===== src/rtl/blake2_pkg.sv =====
// ---------------------------------------------------------------------------
// blake2_pkg
// Shared constants and types for the blake2 message padding front end.
//   BLOCK_BYTES : bytes per compression block
//   BB          : width of the total byte count ll
//   KK_W        : width of key / digest length fields
//   IDX_W       : width of the core byte index data_idx
//   ADDR_W      : address width of the 64-entry block buffer
//   CNT_W       : width of the buffer fill counter (counts 0..64)
//   e_pad_fsm   : padding FSM states
// ---------------------------------------------------------------------------
package blake2_pkg;

  localparam int BLOCK_BYTES = 64;
  localparam int BB          = 128;
  localparam int KK_W        = 7;
  localparam int IDX_W       = 7;
  localparam int ADDR_W      = 6;
  localparam int CNT_W       = 7;

  typedef enum logic [1:0] {
    S_IDLE     = 2'd0,
    S_FILL_KEY = 2'd1,
    S_FILL_MSG = 2'd2,
    S_DRAIN    = 2'd3
  } e_pad_fsm;

endpackage


===== src/rtl/blake2_blk_buf.sv =====
// ---------------------------------------------------------------------------
// blake2_blk_buf
// 64x8 block buffer. One synchronous write port, one combinational read port
// that returns 8'h00 for any address at or beyond the current fill count, so
// the unwritten tail of a block reads back as zero padding.
//   clk        : clock
//   we_i       : write enable
//   waddr_i    : write address
//   wdata_i    : write data
//   raddr_i    : read address
//   fill_cnt_i : number of valid bytes held in the buffer
//   rdata_o    : read data, zero-filled past fill_cnt_i
// ---------------------------------------------------------------------------
module blake2_blk_buf
  import blake2_pkg::*;
(
  input  logic              clk,
  input  logic              we_i,
  input  logic [ADDR_W-1:0] waddr_i,
  input  logic [7:0]        wdata_i,
  input  logic [ADDR_W-1:0] raddr_i,
  input  logic [CNT_W-1:0]  fill_cnt_i,
  output logic [7:0]        rdata_o
);

  logic [7:0] mem_q [BLOCK_BYTES];

  // NOTE: the storage array has no reset; stale contents are never visible
  // because reads past fill_cnt_i are forced to zero and fill_cnt resets to 0.
  always_ff @(posedge clk) begin
    if (we_i) mem_q[waddr_i] <= wdata_i;
  end

  assign rdata_o = ({1'b0, raddr_i} < fill_cnt_i) ? mem_q[raddr_i] : 8'h00;

endmodule


===== src/rtl/blake2_msg_pad.sv =====
// ---------------------------------------------------------------------------
// blake2_msg_pad
// Front end of the blake2 core: collects key and message bytes from one byte
// stream into a 64-byte buffer, then drains each block to the core with the
// key block padded, the final block zero-padded, first/last flags, the byte
// index and the total byte count ll.
//   clk, nreset          : clock, asynchronous active-low reset
//   start_i              : begin a new hash (sampled in S_IDLE only)
//   kk_i, nn_i           : key / digest length, latched on start
//   msg_empty_i          : message has zero length, latched on start
//   s_valid_i/s_data_i   : input byte stream (key bytes first)
//   s_last_i             : final message byte (ignored during key bytes)
//   s_ready_o            : input byte accepted when s_valid_i & s_ready_o
//   core_ready_i         : core can take a byte this cycle
//   data_v_o/data_idx_o/data_o : byte to core and its index in the block
//   block_first_o/block_last_o : flags for the block being drained
//   ll_o                 : total byte count (64 extra when keyed)
//   kk_o, nn_o           : latched key / digest length
//   busy_o               : FSM not idle
// ---------------------------------------------------------------------------
module blake2_msg_pad
  import blake2_pkg::*;
(
  input  logic             clk,
  input  logic             nreset,
  input  logic             start_i,
  input  logic [KK_W-1:0]  kk_i,
  input  logic [KK_W-1:0]  nn_i,
  input  logic             msg_empty_i,
  input  logic             s_valid_i,
  input  logic [7:0]       s_data_i,
  input  logic             s_last_i,
  output logic             s_ready_o,
  input  logic             core_ready_i,
  output logic             data_v_o,
  output logic [IDX_W-1:0] data_idx_o,
  output logic [7:0]       data_o,
  output logic             block_first_o,
  output logic             block_last_o,
  output logic [BB-1:0]    ll_o,
  output logic [KK_W-1:0]  kk_o,
  output logic [KK_W-1:0]  nn_o,
  output logic             busy_o
);

  e_pad_fsm         state_q, state_d;
  logic [CNT_W-1:0] fill_q, fill_d;
  logic [IDX_W-1:0] idx_q, idx_d;
  logic             first_q, first_d;
  logic             last_q, last_d;
  logic             msg_empty_q, msg_empty_d;
  logic [BB-1:0]    msg_cnt_q, msg_cnt_d;
  logic [BB-1:0]    ll_q, ll_d;
  logic [KK_W-1:0]  kk_q, kk_d;
  logic [KK_W-1:0]  nn_q, nn_d;
  logic             buf_we;

  // NOTE: every signal driven here gets its default first, so no path can
  // leave one unassigned and infer a latch.
  always_comb begin
    state_d     = state_q;
    fill_d      = fill_q;
    idx_d       = idx_q;
    first_d     = first_q;
    last_d      = last_q;
    msg_empty_d = msg_empty_q;
    msg_cnt_d   = msg_cnt_q;
    kk_d        = kk_q;
    nn_d        = nn_q;
    buf_we      = 1'b0;
    s_ready_o   = 1'b0;
    data_v_o    = 1'b0;

    unique case (state_q)
      S_IDLE: begin
        if (start_i) begin
          kk_d        = kk_i;
          nn_d        = nn_i;
          msg_empty_d = msg_empty_i;
          first_d     = 1'b1;
          last_d      = 1'b0;
          msg_cnt_d   = '0;
          fill_d      = '0;
          idx_d       = '0;
          if (kk_i != '0)       state_d = S_FILL_KEY;
          else if (!msg_empty_i) state_d = S_FILL_MSG;
          else begin
            // Unkeyed empty hash: a single all-zero last block.
            state_d = S_DRAIN;
            last_d  = 1'b1;
          end
        end
      end

      S_FILL_KEY: begin
        s_ready_o = 1'b1;
        if (s_valid_i) begin
          buf_we = 1'b1;
          fill_d = fill_q + CNT_W'(1);
          // The key block is the last block only when no message follows.
          if ((fill_q + CNT_W'(1)) == CNT_W'(kk_q)) begin
            state_d = S_DRAIN;
            last_d  = msg_empty_q;
          end
        end
      end

      S_FILL_MSG: begin
        s_ready_o = 1'b1;
        if (s_valid_i) begin
          buf_we    = 1'b1;
          fill_d    = fill_q + CNT_W'(1);
          msg_cnt_d = msg_cnt_q + BB'(1);
          if (fill_q == CNT_W'(BLOCK_BYTES - 1) || s_last_i) begin
            state_d = S_DRAIN;
            last_d  = s_last_i;
          end
        end
      end

      S_DRAIN: begin
        data_v_o = core_ready_i;
        if (core_ready_i) begin
          if (idx_q == IDX_W'(BLOCK_BYTES - 1)) begin
            idx_d   = '0;
            fill_d  = '0;
            first_d = 1'b0;
            state_d = last_q ? S_IDLE : S_FILL_MSG;
          end else begin
            idx_d = idx_q + IDX_W'(1);
          end
        end
      end

      default: state_d = S_IDLE;
    endcase

    // Keyed hashes count the padded key block as 64 bytes of input.
    ll_d = msg_cnt_d + ((kk_d != '0) ? BB'(BLOCK_BYTES) : BB'(0));
  end

  // NOTE: state registers use non-blocking assignments so every flop samples
  // the pre-edge value of the others.
  always_ff @(posedge clk or negedge nreset) begin
    if (!nreset) begin
      state_q     <= S_IDLE;
      fill_q      <= '0;
      idx_q       <= '0;
      first_q     <= 1'b0;
      last_q      <= 1'b0;
      msg_empty_q <= 1'b0;
      msg_cnt_q   <= '0;
      ll_q        <= '0;
      kk_q        <= '0;
      nn_q        <= '0;
    end else begin
      state_q     <= state_d;
      fill_q      <= fill_d;
      idx_q       <= idx_d;
      first_q     <= first_d;
      last_q      <= last_d;
      msg_empty_q <= msg_empty_d;
      msg_cnt_q   <= msg_cnt_d;
      ll_q        <= ll_d;
      kk_q        <= kk_d;
      nn_q        <= nn_d;
    end
  end

  blake2_blk_buf u_buf (
    .clk        (clk),
    .we_i       (buf_we),
    .waddr_i    (fill_q[ADDR_W-1:0]),
    .wdata_i    (s_data_i),
    .raddr_i    (idx_q[ADDR_W-1:0]),
    .fill_cnt_i (fill_q),
    .rdata_o    (data_o)
  );

  assign data_idx_o    = idx_q;
  assign block_first_o = first_q;
  assign block_last_o  = last_q;
  assign ll_o          = ll_q;
  assign kk_o          = kk_q;
  assign nn_o          = nn_q;
  assign busy_o        = (state_q != S_IDLE);

endmodule

===== config.mk =====
export PLATFORM = sky130hd
export DESIGN_NAME = blake2_msg_pad
export DESIGN_NICKNAME = d
export VERILOG_FILES = /design/src/rtl/blake2_pkg.sv /design/src/rtl/blake2_blk_buf.sv /design/src/rtl/blake2_msg_pad.sv
export SDC_FILE = /design/constraint.sdc
export NUM_CORES = 1
export LEC_CHECK = 0
export CORE_UTILIZATION = 50
export DETAILED_ROUTE_END_ITERATION = 10
export PLACE_DENSITY = 0.68
export REMOVE_ABC_BUFFERS = 1
export SKIP_LAST_GASP = 1
export SLEW_MARGIN = 20
export SYNTH_ARGS = -nofsm -noshare
export SYNTH_HDL_FRONTEND = slang
export SYNTH_SLANG_ARGS = --single-unit

===== constraint.sdc =====
create_clock -name clk -period 10 [get_ports clk]
set_clock_uncertainty 0.05 [all_clocks]
set_input_delay 1 -clock clk [delete_from_list [all_inputs] [get_ports clk]]
set_output_delay 1 -clock clk [all_outputs]
set_load 0.005 [all_outputs]

==> impl_metrics.csv <==
group,metric,value,unit
cts,cts_buffers,84,
setup_path,slowest_delay,1060,ps
route,vias,26700,
logic_synthesis,synth_edf_count,512,
sta,fin_setup_tns,0,ps
setup_path,r2r_start,"state_q[0]",
logic_synthesis,ys.flop_type,"edfxtp_1",
sta,setup_violations,0,
floorplanning,die_height,276,um
grt,grt_pass1_vias,26100,
setup_path,required,10510,ps
route,drt_iter0_drc,3232,
sta,slew_viol_final,0,
sta,slew_headroom,29.2,%
sta,hold_viol_final,0,
floorplanning,dieArea,0.0764,sq mm
cts,cts_buffer_depth,3,
cts,cts_setup_buffers,0,
setup_path,critPathSlowestCell,"nor4_4",
floorplanning,num_io_pins,191,
logic_synthesis,postSynthCellCount,2855,
setup_path,arrival,7250,ps
route,totalWireLength,120000,um
sta,fin_crit,6740,ps
sta,rsz0062_at_grt,"no",
route,wl_per_cell,29.7,um
layout,final_nets,3050,
grt,antenna_found_initial,3,
logic_synthesis,synth.cell_area,0.0376,sq mm
power_and_ir_drop,ir_worst_vdd,0.000150,V
logic_synthesis,yosysTopAreaCell,"edfxtp_1",
setup_path,critPathCaptureType,"flip-flop",
logic_synthesis,synth_common_cells,"edfxtp_1 (512), dfrtp_1 (283), nand2_1 (236), nor2_1 (203), mux4_2 (168)",
logic_synthesis,synth_top_area_share,40.8,%
sta,clock.fmax,0.148,GHz
logic_synthesis,synth-seq-area-share,59.6,%
place,gp_congestion,1.01,
logic_synthesis,async_reset_ff_share,35.6,%
grt,track_usage,31.5,%
grt,gr-total-overflow,0,
floorplanning,core-area,0.0744,sq mm
floorplanning,die_x,276,um
grt,grt_pass1_wl,178000,um
sta,post-route-period-util,67.4,%
power_and_ir_drop,p_leak,0.0148,uW
power_and_ir_drop,p_total,9180,uW
status,status,"completed",
sta,worst_slew_pin_slew,1050,ps
setup_path,cp_cell_sequence,"clkdlybuf4s50_1, nand4_1, nor4_4, buf_4, nand4_1, o21ba_2, nor4_1, nand2_1, nor4_4, nand4_2, nor2_1, nor4b_1, xor2_1",
cts,cts-hold-fix-buffers,0,
cts,htreeDepth,3,
place,hpwl,84100,um
place,port_buffers,190,
logic_synthesis,yosys-top-cells-area,"edfxtp_1 (41%), dfrtp_1 (19%), mux4_2 (10%)",
place,placed_cell_area,0.0404,sq mm
worst_hold_path,hold_class,"in -> async",
floorplanning,initial_core_util,50.6,%
route,post_drt_via_cell_ratio,6.61,
run,maxCapViolCount,0,
cts,cts.clk_slew.worst_paths,60,ps
layout,final_area,0.0433,sq mm
cts,root_buffer,"clkbuf_16",
cts,worstSkewPairLatency,670,ps
cts,cts_tree,"built",
route,firstDrtPassIters,6,
power_and_ir_drop,p_per_area,212,mW/mm^2
route,drc,0,
grt,grt_max_degree,117,
layout,layout-drive-gt1-share,14.7,%
logic_synthesis,ys_ff_latch,795,
setup_path,startpoint,"s_valid_i",
floorplanning,rows,100,
logic_synthesis,yosysWarningCount,0,
layout,area_growth,15.1,%
logic_synthesis,avgSynthCellArea,13.2,sq um
logic_synthesis,synth_cell_types,101,
logic_synthesis,yosysMostFrequentCell,"edfxtp_1",
setup_path,path_class,"in -> reg",
setup_path,start_kind,"input pin",
cts,cts_resized,0,
route,ant_nets,0,
layout,antenna_cells,0,
setup_path,cp_max_fo,16,
cts,clock_sinks,795,
-- cell usage in the layout, fill, tap and decap left out, drive strengths merged, types with 9 or more instances in the layout --
cell type,n
or3,17
nand2,236
edfxtp,512
nor4b,9
o211ai,17
a31o,12
buf,48
or2,11
nor4,89
nand3,134
bufinv,10
o21ai,84
and3,44
nor2,203
o41ai,13
nor2b,15
o31ai,13
inv,54
xor2,36
a21o,9
a21oi,48
nand4,150
clkinv,32
ha,15
mux2,16
nand4b,12
or4,45
clkdlybuf4s50,181
xnor2,114
clkbuf,104
a41oi,12
dfrtp,283
and4,37
mux4,168
o311ai,12
nand2b,21
and2,30
nand3b,9
nor3,76
a31oi,42
-- through the flow --
stage / hold slack (ps) / utilization [%] / instances / worst slack (ps)
2_1_floorplan: 401 / - / 2691 / 708
6_report: 391 / 58.2 / 4046 / 3260
4_1_cts: 427 / 58.2 / 4046 / 3480
3_3_place_gp: 423 / 54.2 / 3888 / 2690
5_1_grt: 457 / 58.2 / 4046 / 2930
3_5_place_dp: 432 / 54.3 / 3889 / 2820
-- power by group --
group / leakage (uW) / switching, uW / total (uW) / internal [uW]
combinational: 0.00489 / 1180 / 2050 / 868
clock: 0.00140 / 1380 / 3260 / 1880
sequential: 0.00847 / 217 / 3870 / 3650
total: 0.0148 / 2780 / 9180 / 6400
-- final timing paths --
check / end / slack [ps] / cells after the start
worst max-delay path: ll_o[104] / 3260 / 13
worst min-delay path: ll_o[75] / 390 / 1
worst max register to register: ll_o[104] / 3760 / 15
worst min register to register: msg_empty_q / 440 / 2
max in group asynchronous: ll_o[18] / 7490 / 3
min in group clk: msg_empty_q / 440 / 2
-- final cells by class --
class	instances	area [sq um]
sequential	795	22500
tap	969	1210
timing repair buffer	229	2190
fill	5858	31100
clock buffer	104	2240
inverter	51	191
multi-input combinational	1845	14400
clock inverter	53	689
-- sequential cells by signal, indices dropped and copies added, names as in the netlist, named ones only --
register and cells:
ll_o 122, state_q 2, nn_o 7, data_idx_o 7
block_last_o 1, block_first_o 1, u_buf.mem_q 512, kk_o 7
msg_cnt_q 122, msg_empty_q 1, fill_q 7
-- logic make-up (layout without fill, tap and decap cells) --
family,Yosys count,after routing,synth area share [%]
adder cells (fa/ha/maj),15,15,0.499
flip-flops,795,795,59.6
buffers and inverters,215,437,2.39
AO/OA/AOI/OAI,325,325,6.00
AND/OR/NAND/NOR,1164,1164,17.2
multiplexers,191,191,10.7
XOR/XNOR,150,150,3.49
-- worst max-delay path: cells and delay by family --
| kind | cells | cell delay [ps] |
|---|---|---|
| AOI/OAI and AO/OA | 1 | 330 |
| xor gates and xnor gates | 1 | 170 |
| buffers and inverters | 2 | 1220 |
| and+or+nand+nor | 9 | 4510 |
-- metal layers --
layer	track usage (%)	share of wire (%)
met1	42.6	40
met3	5.15	8.2
met2	50.5	48
met5	0	0.037
met4	13.6	4.6
No activity file was read; power rests on OpenSTA's default activity.
